[src/rtl/gap_scan_scheduler.sv]
// rtl/gap_scan_scheduler.sv - round-robin scheduler sharing one gap-finder engine among N_REQ requesters
//
// Ports:
//   clk, rst       : clock, synchronous active-high reset
//   req, req_data  : per-requester request level and data word (word i at [i*DATA_W +: DATA_W])
//   gnt            : one-hot, one-cycle accept pulse
//   eng_start      : one-cycle engine start
//   eng_data       : word driven to the engine, stable from ISSUE through RESP
//   eng_done       : engine result valid (pulse or level), observed only in WAIT
//   eng_gap        : engine result
//   resp_valid     : one-cycle response pulse
//   resp_id        : requester served (holds between responses)
//   resp_gap       : engine result, 0 on timeout (holds between responses)
//   resp_timeout   : response was a timeout abort (holds between responses)
module gap_scan_scheduler #(
  parameter int N_REQ   = 4,
  parameter int DATA_W  = 16,
  parameter int GAP_W   = 4,
  parameter int TIMEOUT = 31,
  parameter int ID_W    = $clog2(N_REQ)
) (
  input  logic                    clk,
  input  logic                    rst,
  input  logic [N_REQ-1:0]        req,
  input  logic [N_REQ*DATA_W-1:0] req_data,
  output logic [N_REQ-1:0]        gnt,
  output logic                    eng_start,
  output logic [DATA_W-1:0]       eng_data,
  input  logic                    eng_done,
  input  logic [GAP_W-1:0]        eng_gap,
  output logic                    resp_valid,
  output logic [ID_W-1:0]         resp_id,
  output logic [GAP_W-1:0]        resp_gap,
  output logic                    resp_timeout
);

  typedef enum logic [1:0] {
    IDLE  = 2'd0,
    ISSUE = 2'd1,
    WAIT  = 2'd2,
    RESP  = 2'd3
  } state_t;

  state_t            state;
  state_t            state_nxt;
  logic [ID_W-1:0]   ptr;
  logic [ID_W-1:0]   cur_id;
  logic [ID_W-1:0]   pick_id;
  logic              pick_found;
  logic [DATA_W-1:0] data_reg;
  logic [7:0]        tcnt;
  logic              tmo_hit;

  assign tmo_hit  = (tcnt == 8'(TIMEOUT));
  assign eng_data = data_reg;

  // Round-robin pick: first set request bit at or above ptr, wrapping around.
  always_comb begin
    pick_id    = '0;
    pick_found = 1'b0;
    for (int k = 0; k < N_REQ; k++) begin
      if (!pick_found && req[(int'(ptr) + k) % N_REQ]) begin
        pick_found = 1'b1;
        pick_id    = ID_W'((int'(ptr) + k) % N_REQ);
      end
    end
  end

  always_ff @(posedge clk) begin
    if (rst) begin
      state <= IDLE;
    end else begin
      state <= state_nxt;
    end
  end

  always_comb begin
    state_nxt  = state;
    gnt        = '0;
    eng_start  = 1'b0;
    resp_valid = 1'b0;
    case (state)
      IDLE: begin
        if (pick_found) begin
          state_nxt = ISSUE;
        end
      end
      ISSUE: begin
        gnt[cur_id] = 1'b1;
        eng_start   = 1'b1;
        state_nxt   = WAIT;
      end
      WAIT: begin
        // done takes precedence over a timeout in the same cycle
        if (eng_done || tmo_hit) begin
          state_nxt = RESP;
        end
      end
      RESP: begin
        resp_valid = 1'b1;
        state_nxt  = IDLE;
      end
      default: state_nxt = IDLE;
    endcase
  end

  always_ff @(posedge clk) begin
    if (rst) begin
      ptr          <= '0;
      cur_id       <= '0;
      data_reg     <= '0;
      tcnt         <= '0;
      resp_id      <= '0;
      resp_gap     <= '0;
      resp_timeout <= 1'b0;
    end else begin
      case (state)
        IDLE: begin
          if (pick_found) begin
            cur_id   <= pick_id;
            data_reg <= req_data[int'(pick_id)*DATA_W +: DATA_W];
          end
        end
        ISSUE: begin
          ptr  <= (cur_id == ID_W'(N_REQ - 1)) ? '0 : cur_id + 1'b1;
          tcnt <= '0;
        end
        WAIT: begin
          // resp_id is loaded here so it already shows cur_id during RESP and then holds
          if (eng_done) begin
            resp_gap     <= eng_gap;
            resp_timeout <= 1'b0;
            resp_id      <= cur_id;
          end else if (tmo_hit) begin
            resp_gap     <= '0;
            resp_timeout <= 1'b1;
            resp_id      <= cur_id;
          end else begin
            tcnt <= tcnt + 8'd1;
          end
        end
        default: begin
        end
      endcase
    end
  end

endmodule

[config.mk]
export PLATFORM = sky130hd
export DESIGN_NAME = gap_scan_scheduler
export DESIGN_NICKNAME = d
export VERILOG_FILES = /design/src/rtl/gap_scan_scheduler.sv
export SDC_FILE = /design/constraint.sdc
export NUM_CORES = 1
export LEC_CHECK = 0
export BUFFER_PORTS_ARGS = -buffer_cell sky130_fd_sc_hd__buf_2
export CORE_MARGIN = 2
export CORE_UTILIZATION = 40
export CTS_BUF_LIST = sky130_fd_sc_hd__clkbuf_16
export CTS_CLUSTER_SIZE = 25
export DETAILED_ROUTE_END_ITERATION = 6
export GPL_TIMING_DRIVEN = 0
export HOLD_SLACK_MARGIN = 0.02
export PLACE_DENSITY = 0.7
export RECOVER_POWER = 50
export SLEW_MARGIN = 20
export SYNTH_ARGS = -nofsm -noshare
export SYNTH_HDL_FRONTEND = slang
export SYNTH_SLANG_ARGS = --single-unit
export TNS_END_PERCENT = 50
[constraint.sdc]
create_clock -name clk -period 2.1 [get_ports clk]
set_input_delay 0.315 -clock clk [delete_from_list [all_inputs] [get_ports clk]]
set_output_delay 0.315 -clock clk [all_outputs]
set_load 0.02 [all_outputs]
After elaboration in Yosys (flattened, before gate mapping)

Index checks and enable logic that the tools add are counted.

Flip-flop bits (word level): 37
Bits in latches: 0
RAM bits: 0
ROM bits: 0
Input port bits: 75
Output and inout port bits: 29
Logic and storage cells: 87
Memories kept: 0

Add/sub/neg operators: 5
Multiply operators: 0
Div/mod/pow operators: 0
$lt $le $gt $ge: 6
Equal/unequal tests: 9
Shifts and indexed selects: 1
Multiplexer cells: 37
Bitwise gates (word level): 3
Reduce and logical (&&, ||, !) cells: 18

Operators by type and width:

| cell                                                                          | number |
|---|---|
| 64-bit by 7-bit variable part select with 16-bit output                       | 1 |
| 2-bit two-way mux                                                             | 9 |
| 1-bit two-way mux                                                             | 16 |
| 8-bit two-way mux                                                             | 2 |
| 8-bit case mux with 2 select lines                                            | 1 |
| 3-bit by 4-bit less-than comparator with 1-bit output (second input constant) | 3 |
| 4-bit two-way mux                                                             | 3 |
| 8-bit by 1-bit adder with 8-bit output (second input constant)                | 1 |
| 1-bit binary-select mux with 2-bit select                                     | 4 |
| 8-bit by 5-bit == test with 1-bit output (second input constant)              | 1 |
| 2-bit inequality test (second input constant)                                 | 4 |
| 2-bit case mux with 4 select lines                                            | 1 |
| 2-bit == test (second input constant)                                         | 3 |
| 2-bit by 3-bit less-than comparator with 1-bit output (second input constant) | 2 |
| 2-bit AND reduction                                                           | 3 |
| 2-bit OR reduction                                                            | 3 |
| 2-bit by 1-bit adder with 2-bit output (second input constant)                | 2 |
| 2-bit adder (second input constant)                                           | 2 |
| 1-bit logical AND                                                             | 4 |
| 2-bit nonzero test                                                            | 2 |
| 1-bit bitwise AND (first input constant)                                      | 3 |
| 1-bit logical NOT                                                             | 3 |
| 3-bit AND reduction                                                           | 1 |
| 1-bit demux with 2-bit select                                                 | 1 |
| 4 further kinds                                                               | 4 |

Logic depth before layout (Yosys ltp)

Gate-level depths: netlist of the first run.

Depth in word-level cells: 16
Depth in mapped cells: 9
Mapped depth without buffers: 7

Worst setup path before layout of the first run

No wires, ideal clock.

Kind: register to register
From: register state[0]
To: register tcnt[3]
Setup time: 71 ps
Arrival time: 1560 ps
Data required time: 2029 ps
Setup slack: 469 ps
Stages on the path, launching flop included: 9
Buffers on the path: 2
Period minus slack after synthesis: 1631 ps
Cells stage by stage: dfxtp_1 > inv_1 > ha_1 > buf_4 > nor2b_4 > o41ai_2 > buf_4 > or3b_1 > a21oi_1

Cells in the longest elaborated chain, start to end: 3
Elaborated cells on any way between the ends: 7
Those cells by class: eq/ne (4); mux (1); reduce/logical (2)

RTL lines:

| element                                                                          | RTL line | RTL |
|---|---|---|
| start: declaration                                                               | 44       | `state_t state;` |
| start signal: assignment                                                         | 73       | `state <= state_nxt;` |
| 2-bit == test / 2-bit by 1-bit == test with 1-bit output (equally long branches) | 117      | `case (state)` |
| 2-bit inequality test (no line) / 2-bit nonzero test (equally long branches)     | -        |  |
| 3-bit AND reduction (no line)                                                    | -        |  |
| end signal: assignment                                                           | 139      | `tcnt <= tcnt + 8'd1;` |
| end: declaration                                                                 | 51       | `logic [7:0] tcnt;` |

Several ways; a longest one is shown, not always the timed one.
A chain may end at the register's enable or synchronous reset.

Worst setup path after layout of the first run

From: register state[1]
To: output gnt[3]

Cells in the longest elaborated chain, start to end: 2

RTL lines:

| element                                  | RTL line | RTL |
|---|---|---|
| 2-bit by 1-bit == test with 1-bit output | 82       | `case (state)` |
| 4-bit two-way mux                        | 82       |  |
| end: declaration                         | 26       | `output logic [N_REQ-1:0] gnt,` |

Every way passes these cells.

==> results of run 1 <==
critical path, stage by stage, from the launching register on:
cell and delay (ns):
dfxtp_1 0.34, inv_1 0.10, ha_1 0.17, clkbuf_1 0.30, and2_1 0.18, buf_2 0.17
registers in the layout, indices dropped and copies added (netlist names):
name,flops
ptr,2
state,2
eng_data,16
resp_id,2
resp_timeout,1
cur_id,2
tcnt,8
resp_gap,4
cells in the mapped netlist (all sizes together), types with 2 or more instances:
master | n | area [um2]
dfxtp | 37 | 740.7
mux2i | 37 | 370.4
nand2 | 23 | 88.84
nor2 | 20 | 75.07
o221ai | 16 | 215.2
inv | 11 | 41.29
buf | 10 | 118.9
ha | 10 | 125.1
a21oi | 8 | 55.06
and2 | 5 | 31.28
nand2b | 5 | 31.28
a32oi | 4 | 35.03
clkbuf | 4 | 15.01
nor3 | 4 | 20.02
a221oi | 3 | 50.05
nand3 | 3 | 15.01
o21ai | 3 | 22.52
xnor2 | 3 | 26.28
nor2b | 2 | 20.02
nor4 | 2 | 12.51
worst paths after layout:
path / slack, ns / from / cells past startpoint / end
setup reg to reg: 0.30 / ptr[0]$_SDFFE_PP0P_ / 6 / eng_data[12]$_SDFFE_PP0P_
hold reg to reg: 0.46 / eng_data[2]$_SDFFE_PP0P_ / 2 / eng_data[2]$_SDFFE_PP0P_
hold / removal: 0.28 / rst / 2 / resp_timeout$_SDFFE_PP0P_
setup / recovery: 0.24 / state[1]$_SDFFE_PP0P_ / 5 / gnt[3]
kinds of logic after synthesis:
kind of cell / after synthesis / share of synthesized area (%)
XOR/XNOR: 3 / 1.190
adder cells (fa/ha/maj): 10 / 5.666
flip-flops: 37 / 33.54
AO/OA/AOI/OAI: 41 / 20.00
buffers and inverters: 25 / 7.932
multiplexers: 37 / 16.77
AND/OR/NAND/NOR: 69 / 14.90
final cells by class:
type	count	area, um2
clock inverters	3	37.54
repair buffers	102	479.2
fillers	530	2482
plain buffers	14	133.9
inverters	11	41.29
clock buffers	5	125.1
multi-input cells	160	1275
well taps	72	90.09
flip-flops and latches	37	740.7
where the power goes:
part	switching [uW]	internal (uW)	leakage, uW
combinational	831	583	0.000859
clock	268	551	0.0000826
sequential	114	885	0.000303
total	1210	2020	0.00124
layer usage:
layer	track usage, %	up-vias	wire, um
met5	0	-	0
met4	5.263	0	60
met3	4.943	6	374
met2	29.83	64	2554
met1	21.61	929	2433
li1	-	1025	-
metrics by stage:
| stage | instances | total power [uW] | hold WS, ns | utilization [%] |
|---|---|---|---|---|
| after global placement | 396 | 2473 | 0.4386 | 51.97 |
| final | 404 | 3232 | 0.2828 | 54.07 |
| after CTS | 404 | 3322 | 0.2757 | 54.98 |
| after floorplan | 222 | 2080 | 0.3937 | - |
| after detailed placement | 396 | 2494 | 0.4483 | 51.97 |
| after global routing | 404 | 3444 | 0.2986 | 54.07 |
==> key figures, run 1 <==
Outcome
  – Outcome: finished, final reports clean

Clock tree
  – Hold_buf cts: 0
  – Worst skew pair latency: 0.28 ns
  – CTS tree: done
  – CTS sink cnt: 37
  – CTS buffer count: 5
  – CTS HTree Levels: 2
  – Clk slew on worst S/H paths: 0.05 ns
  – Root buf cell: clkbuf_16
  – Setup Buffers After CTS: 0
  – Clock Tree Buf Depth: 2
  – Resized cells post-CTS: 0

Floorplan
  – Die H: 78.30 um
  – Initial core utilization: 40.86%
  – Die width: 78.30 um
  – Core area: 0.005405 mm2
  – Row count: 27
  – Die area: 0.006131 mm2
  – # IOs: 104

Yosys
  – Syn_nets: 307
  – Syn Area/Cell: 9.948 um2
  – YS warnings: 0
  – Yosys reg bits: 37
  – Post-synthesis sequential area ratio: 33.54%
  – Post-synth ARST share: 0%
  – Cells after synthesis: 222
  – Synth Cell Area: 0.002208 mm2
  – Yosys cell types: 44
  – Post-synth EDFFs: 0
  – Post-synth top flop: dfxtp_1

Place
  – Port-buffer cells: 102
  – Routability cong.: 0.7480
  – Pre-CTS WS: 0.2834 ns
  – DP Wirelength: 4268 um
  – Total placed instance area: 0.002809 mm2

Cells and area
  – Post-route cell area: 0.002923 mm2
  – Nets: 416
  – Layout cell share with drive strength beyond 1: 34.34%
  – Area Growth Syn to Fin: 32.35%
  – Most used cells in the layout excluding fill and tap cells: buf_2 (77), mux2i_1 (37), dfxtp_1 (37)
  – Commonest non-fill, non-tap cell in the layout: buf_2
  – Antenna Cells: 0

Timing
  – Final Max Slew Viols: 0
  – Final Hold Violating Endpoints: 0
  – Setup-failing EPs final: 0
  – RSZ-0062 raised after global routing: false
  – Minimum clock period: 1.858 ns
  – Fin crit share: 88.46%
  – Slack of the critical path: 0.2423 ns
  – Highest clock rate: 538.3 MHz
  – Worst-Margin Slew: 0.4721 ns
  – Fin Setup TNS: 0 ns
  – Max-slew headroom: 68.52%
  – Worst Skew: 0.002366 ns

Setup path
  – Startpoint Class: flop
  – Crit path arrival time: 1.54 ns
  – Kind of critical path: flop to output pin
  – Crit end category: output pin
  – Worst-path fanout max: 8
  – Req. time, crit path: 1.78 ns

Route
  – Routed wire length per instance: 13.42 um
  – DR vias: 2024
  – DRT antenna net count: 0
  – Number of remaining DRC errors: 0
  – DR pass1 iterations: 4
  – WL final: 5423 um
  – Via density: 5.010
  – Initial DRC Count: 37

Pwr
  – Leakage: 0.001244 uW
  – Max IR drop VDD: 0.5003 mV
  – Pwr Density: 1106 mW/mm2

Global route
  – Vias in the first global route: 1867
  – First-pass GRT wire length: 8590 um
  – GRT Util Overall: 17.56%
  – Largest net degree at the start of global routing: 12
  – Total grt overflow: 0
  – Initial antenna violation count: 0

Flow run
  – Number of max-cap violations: 0

Min path
  – Min-Delay Path Class: primary input to flop
Power figures use the tool's default switching activity.
==> run 2: changes to the inputs <==
Settings changed: HOLD_SLACK_MARGIN 0.02 to 0.12, SETUP_SLACK_MARGIN from default to 0.3.
Clock period 2.1 ns to 2.3 ns, I/O delays scaled along.
==> run 2 against run 1 <==
Against the previous run: total power shrank 8.8%; die area is the same; design area is essentially flat; sequential share of layout area is essentially flat; critical path depth unchanged; via count hardly changed; clock power decreased by 8.8%; largest power group unchanged.
==> key figures, run 2 (same netlist as run 1, synthesis figures left out) <==
Clock tree
  – Worst skew pair latency: 0.28 ns (about the same)
  – CTS buffer count: 5 (unchanged)
  – CTS tree: done
  – Clock Tree Buf Depth: 2 (unchanged)
  – CTS sink cnt: 37 (unchanged)
  – Clk slew on worst S/H paths: 0.05 ns (about the same)
  – Root buf cell: clkbuf_16
  – CTS HTree Levels: 2 (unchanged)

Pwr
  – Seq pwr share: 30.9% (about the same)
  – Switching share of power: 37.54% (about the same)
  – Leakage: 0.001243 uW (about the same)
  – Combinational power share: 43.7% (about the same)
  – Internal cell power: 1842 uW (-8.7%)
  – Max IR drop VDD: 0.4549 mV (-9.1%)
  – Power share of the clock group: 25.3% (about the same)
  – Switching Power: 1107 uW (-8.8%)
  – Pwr Density: 1010 mW/mm2 (-8.7%)

Route
  – Initial DRC Count: 37 (unchanged)
  – DR pass1 iterations: 4 (unchanged)
  – WL final: 5433 um (+0.18%)
  – DRT antenna net count: 0 (unchanged)
  – Number of remaining DRC errors: 0 (unchanged)
  – Routed wire length per instance: 13.45 um (+0.18%)
  – DR vias: 2026 (+0.099%)
  – Via density: 5.015 (about the same)

Min path
  – Min-Delay Path Class: primary input to flop
  – Worst Hold Launch: rst

Floorplan
  – # IOs: 104 (unchanged)
  – Initial core utilization: 40.86% (unchanged)
  – Die area: 0.006131 mm2 (unchanged)
  – Row count: 27 (unchanged)
  – Die width: 78.30 um (unchanged)
  – Die H: 78.30 um (unchanged)
  – Core area: 0.005405 mm2 (unchanged)

Timing
  – Setup-failing EPs final: 0 (unchanged)
  – RSZ-0062 raised after global routing: false
  – Hold WS: 0.3128 ns (+0.03001 ns)
  – Worst-Margin Slew: 0.4690 ns (-0.003150 ns)
  – Max-slew headroom: 68.73% (+0.21 points)
  – Slack of the critical path: 0.3978 ns (+0.1555 ns)
  – Final Max Slew Viols: 0 (unchanged)
  – Minimum clock period: 1.902 ns
  – Worst Skew: 0.002366 ns (unchanged)
  – Highest clock rate: 525.7 MHz
  – Fin crit share: 82.70%
  – Final Hold Violating Endpoints: 0 (unchanged)
  – Fin Setup TNS: 0 ns (unchanged)

Global route
  – First-pass GRT wire length: 8590 um (unchanged)
  – Initial antenna violation count: 0 (unchanged)
  – Largest net degree at the start of global routing: 12 (unchanged)
  – Total grt overflow: 0 (unchanged)
  – Vias in the first global route: 1867 (unchanged)
  – GRT Util Overall: 17.56% (unchanged)

Setup path
  – Startpoint Class: flop
  – Kind of critical path: flop to output pin
  – Worst Setup SP: state[1]$_SDFFE_PP0P_
  – Req. time, crit path: 1.96 ns (+0.18 ns)
  – Crit-path max cell delay: 0.34 ns (about the same)
  – Crit path arrival time: 1.56 ns (+0.02 ns)
  – Crit end category: output pin
  – CP Buf/Inv Count: 3 (unchanged)
  – Slowest cell on the critical path: dfxtp_1
  – Worst-path cell chain: inv_1 -> ha_1 -> clkbuf_1 -> and2_1 -> buf_2
  – Worst-path fanout max: 8 (unchanged)
  – Top delay family on crit path: buffers and inverters
  – Worst reg2reg startpoint: ptr[0]$_SDFFE_PP0P_

Outcome
  – Outcome: finished, final reports clean

Cells and area
  – Finished Layout Cells: 404 (unchanged)
  – Antenna Cells: 0 (unchanged)
  – Final core utilization: 54.03% (about the same)
  – Nets: 416 (unchanged)
  – Largest register FFs: 16 (unchanged)
  – Register cell area after layout: 740.7 um2 (unchanged)
  – Commonest non-fill, non-tap cell in the layout: buf_2
  – Layout cell share with drive strength beyond 1: 34.04% (-0.30 points)
  – Area of the multi-input gates: 0.001272 mm2 (-0.20%)
  – Fillers: 534 (+0.75%)
  – Area Growth Syn to Fin: 32.24% (about the same)
  – Most used cells in the layout excluding fill and tap cells: buf_2 (77), mux2i_1 (37), dfxtp_1 (37)

Place
  – Placed Cells incl. Taps: 396 (unchanged)
  – DP Wirelength: 4268 um (unchanged)
  – Pre-CTS WS: 0.4534 ns (+0.1700 ns)
  – Port-buffer cells: 102 (unchanged)
  – Routability cong.: 0.7480 (unchanged)

Flow run
  – Number of max-cap violations: 0 (unchanged)
-- run 2: cell counts in the layout (fill, tap and decap cells not counted) --
Identical to the previous run, type by type.
-- run 2: final timing paths --
kind | cells past startpoint | end | slack (ns)
min reg2reg | 2 | eng_data[2]$_SDFFE_PP0P_ | 0.46
max | 5 | gnt[3] | 0.40
max reg2reg | 6 | eng_data[12]$_SDFFE_PP0P_ | 0.43
min | 2 | resp_timeout$_SDFFE_PP0P_ | 0.31
-- run 2: per-stage QoR --
step	instance area, um2	power [uW]
after floorplan	2208	1899
after global placement	2809	2258
after detailed placement	2809	2277
after CTS	2972	3034
after global routing	2920	3143
final	2920	2949
-- run 2: power groups by stage --
stage,clock [uW],combinational [uW],sequential [uW]
floorplan,0,833,1070
global placement,0,1340,915
detailed placement,0,1350,924
CTS,766,1360,911
global route,790,1420,936
finish,747,1290,913
-- run 2: layout make-up --
class | instances | share of cell area (%)
inverter | 11 | 1.414
tap | 72 | 3.085
multi-input combinational | 160 | 43.57
sequential | 37 | 25.36
timing repair buffer | 102 | 16.41
buffer | 14 | 4.584
clock inverter | 3 | 1.285
clock buffer | 5 | 4.284
-- run 2: metal layers --
metal	routed length (um)	GRT usage [%]	share of wire [%]
met3	374	4.943	6.9
met1	2434	21.61	45
met2	2563	29.83	47
met4	60	5.263	1.1
met5	0	0	0
-- run 2: worst register-to-register path, stage by stage (launching register included) --
cell and delay (ns):
dfxtp_1 0.34, inv_1 0.07, a22o_1 0.21, a221oi_1 0.39, nand2_1 0.33, buf_6 0.26, o221ai_2 0.19
-- run 2: timing repair --
item	4_1_cts	5_1_grt
endpoints found under the setup margin	0	3
hold buffers	0	0
setup buffers	0	0
resized for setup	0	2
==> run 3: changes to the inputs <==
Settings changed: PLACE_DENSITY 0.7 to 0.73.
Clock period 2.3 ns to 1.7 ns, I/O delays scaled along.
==> run 3 against run 2 <==
Against the previous run: the flow now finishes with violations (negative setup slack); first-iteration DRC count up 65%; critical path type is now flop to flop; utilization rose by 9.5 points; clock skew rose by 0.0016 ns; register-to-register slack worse by 0.50 ns; worst hold slack got worse by 0.067 ns; combinational power rose by 89%; routed wire length up 18%; setup slack worse by 0.46 ns; non-clock buffer count is 20 higher.
==> key figures, run 3 (same netlist as run 1, synthesis figures left out) <==
Outcome
  – Outcome: finished, violations left
  – Failing checks: negative setup slack

Route
  – WL final: 6423 um (+18%)
  – Initial DRC Count: 61 (+65%)
  – DR pass1 iterations: 4 (unchanged)
  – Number of remaining DRC errors: 0 (unchanged)
  – Via density: 5.158 (+2.9%)
  – DR vias: 2187 (+7.9%)
  – Routed wire length per instance: 15.15 um (+13%)
  – DRT antenna net count: 0 (unchanged)

Setup path
  – Worst R2R End: tcnt[3]$_SDFFE_PP0P_
  – Crit end category: flop
  – Reg2Reg Depth: 7 (+1)
  – Crit path arrival time: 1.91 ns (+0.35 ns)
  – Worst Setup SP: tcnt[1]$_SDFFE_PP0P_
  – Kind of critical path: flop to flop
  – Req. time, crit path: 1.84 ns (-0.12 ns)
  – Worst-path fanout max: 5 (-3)
  – Startpoint Class: flop
  – Worst reg2reg startpoint: tcnt[1]$_SDFFE_PP0P_
  – Flop2flop setup slack: -0.07 ns (-0.50 ns)

Timing
  – Setup-failing EPs final: 6 (+6)
  – Final Max Slew Viols: 0 (unchanged)
  – Max-slew headroom: 65.95% (-2.8 points)
  – RSZ-0062 raised after global routing: true
  – Worst Skew: 0.003949 ns (+0.001583 ns)
  – Worst-Margin Slew: 0.5108 ns (+0.04180 ns)
  – Final Hold Violating Endpoints: 0 (unchanged)
  – Slack of the critical path: -0.06607 ns (-0.4639 ns)
  – Fin Setup TNS: -0.1795 ns (-0.1795 ns)
  – Minimum clock period: 1.766 ns
  – Fin crit share: 103.9%
  – Highest clock rate: 566.2 MHz

Pwr
  – Internal cell power: 2833 uW (+54%)
  – Power share of the clock group: 18.9% (-6.4 points)
  – Combinational power share: 53.0% (+9.3 points)
  – Seq pwr share: 28.1% (-2.8 points)
  – Switching share of power: 38.52% (+0.98 points)
  – Max IR drop VDD: 0.5808 mV (+28%)
  – Leakage: 0.001423 uW (+14%)
  – Switching Power: 1775 uW (+60%)
  – Pwr Density: 1342 mW/mm2 (+33%)

Global route
  – Vias in the first global route: 1994 (+6.8%)
  – Largest net degree at the start of global routing: 12 (unchanged)
  – First-pass GRT wire length: 9459 um (+10%)
  – GRT Util Overall: 19.47% (+1.9 points)
  – Initial antenna violation count: 0 (unchanged)
  – Total grt overflow: 0 (unchanged)

Cells and area
  – Nets: 436 (+4.8%)
  – Most used cells in the layout excluding fill and tap cells: buf_2 (75), mux2i_1 (31), dfxtp_1 (29)
  – Layout cell share with drive strength beyond 1: 50.28% (+16 points)
  – Commonest non-fill, non-tap cell in the layout: buf_2
  – Largest register FFs: 16 (unchanged)
  – Antenna Cells: 0 (unchanged)
  – Area Growth Syn to Fin: 55.47%
  – Finished Layout Cells: 424 (+5.0%)

Clock tree
  – Worst skew pair latency: 0.28 ns (about the same)
  – Clk slew on worst S/H paths: 0.05 ns (about the same)
  – Clock Tree Buf Depth: 2 (unchanged)
  – CTS HTree Levels: 2 (unchanged)
  – CTS buffer count: 5 (unchanged)
  – CTS sink cnt: 37 (unchanged)
  – CTS tree: done
  – Root buf cell: clkbuf_16

Floorplan
  – Die H: 78.30 um (unchanged)
  – Core area: 0.005405 mm2 (unchanged)
  – Die width: 78.30 um (unchanged)
  – Die area: 0.006131 mm2 (unchanged)
  – Initial core utilization: 40.86% (unchanged)
  – Row count: 27 (unchanged)
  – # IOs: 104 (unchanged)

Min path
  – Min-Delay Path Class: primary input to flop
  – Worst Hold Launch: eng_gap[1]
  – WHS Endpoint: resp_gap[1]$_SDFFE_PP0P_
  – WHS Path Cells: 3 (+1)

Place
  – Placed Cells incl. Taps: 396 (unchanged)
  – Port-buffer cells: 102 (unchanged)
  – Pre-CTS WS: -0.03333 ns (-0.4868 ns)
  – Routability cong.: 0.7535 (+0.74%)
  – DP Wirelength: 4307 um (+0.93%)

Flow run
  – Number of max-cap violations: 0 (unchanged)
==> run 3: changes by cell type in the layout (fill, tap and decap cells not counted), moves of 5 or more <==
cell,delta
buf_4,+8
dfxtp_1,-8
buf_6,+6
mux2i_1,-6
mux2i_2,+6
buf_12,+5
==> run 3: final cells by class <==
type,instances,area [um2]
fill,448,1972
multi-input combinational,160,1461
timing repair buffer,122,762.0
sequential,37,760.7
buffer,14,173.9
clock buffer,5,125.1
tap,72,90.09
inverter,11,46.29
clock inverter,3,13.76
==> run 3: timing repair <==
action                                  CTS  global route
setup buffers                            12             4
pin swaps                                 4            18
gates resized for setup                  17            43
gates cloned                              3             1
hold buffers                              0             0
endpoints found under the setup margin   38            39
==> run 3: power groups by stage <==
stage | Sequential [uW] | Combinational [uW] | Clock (uW)
4_1_cts | 1270 | 2270 | 884
3_3_place_gp | 1270 | 1850 | 0
6_report | 1300 | 2440 | 871
3_5_place_dp | 1280 | 1880 | 0
5_1_grt | 1320 | 2610 | 929
2_1_floorplan | 1460 | 1180 | 0
==> run 3: worst max-delay path: stages, from the launching register on <==
cell and delay (ns):
dfxtp_2 0.36, ha_4 0.16, nand4_1 0.16, o41ai_2 0.43
buf_2 0.23, nor2_1 0.06, o21ai_0 0.16, a21oi_1 0.08
==> run 3: how the worst max path moves through the flow <==
stage / depth (start not counted) / slack, ns / endpoint
after floorplan: 8 / 0.13 / tcnt[3]$_SDFFE_PP0P_
after global placement: 7 / -0.03 / eng_data[10]$_SDFFE_PP0P_
after detailed placement: 7 / -0.03 / eng_data[10]$_SDFFE_PP0P_
after CTS: 8 / 0.03 / tcnt[3]$_SDFFE_PP0P_
after global routing: 7 / -0.15 / tcnt[3]$_SDFFE_PP0P_
final: 7 / -0.07 / tcnt[3]$_SDFFE_PP0P_
==> run 3: stage by stage <==
step | total power, uW | instance area (um2) | hold WS, ns | util (%)
finish | 4608 | 3433 | 0.2454 | 63.52
global route | 4855 | 3433 | 0.2647 | 63.52
detailed placement | 3157 | 2863 | 0.4479 | 52.96
floorplan | 2639 | 2262 | 0.3337 | -
CTS | 4420 | 3271 | 0.2420 | 60.51
global placement | 3120 | 2863 | 0.4407 | 52.96
==> run 3: metal layers <==
| layer | global-route usage [%] | routed length, um | vias up |
|---|---|---|---|
| met4 | 5.263 | 51 | 0 |
| li1 | - | - | 1071 |
| met1 | 22.37 | 2598 | 1033 |
| met2 | 36.21 | 3356 | 76 |
| met5 | 0 | 0 | - |
| met3 | 4.253 | 416 | 7 |
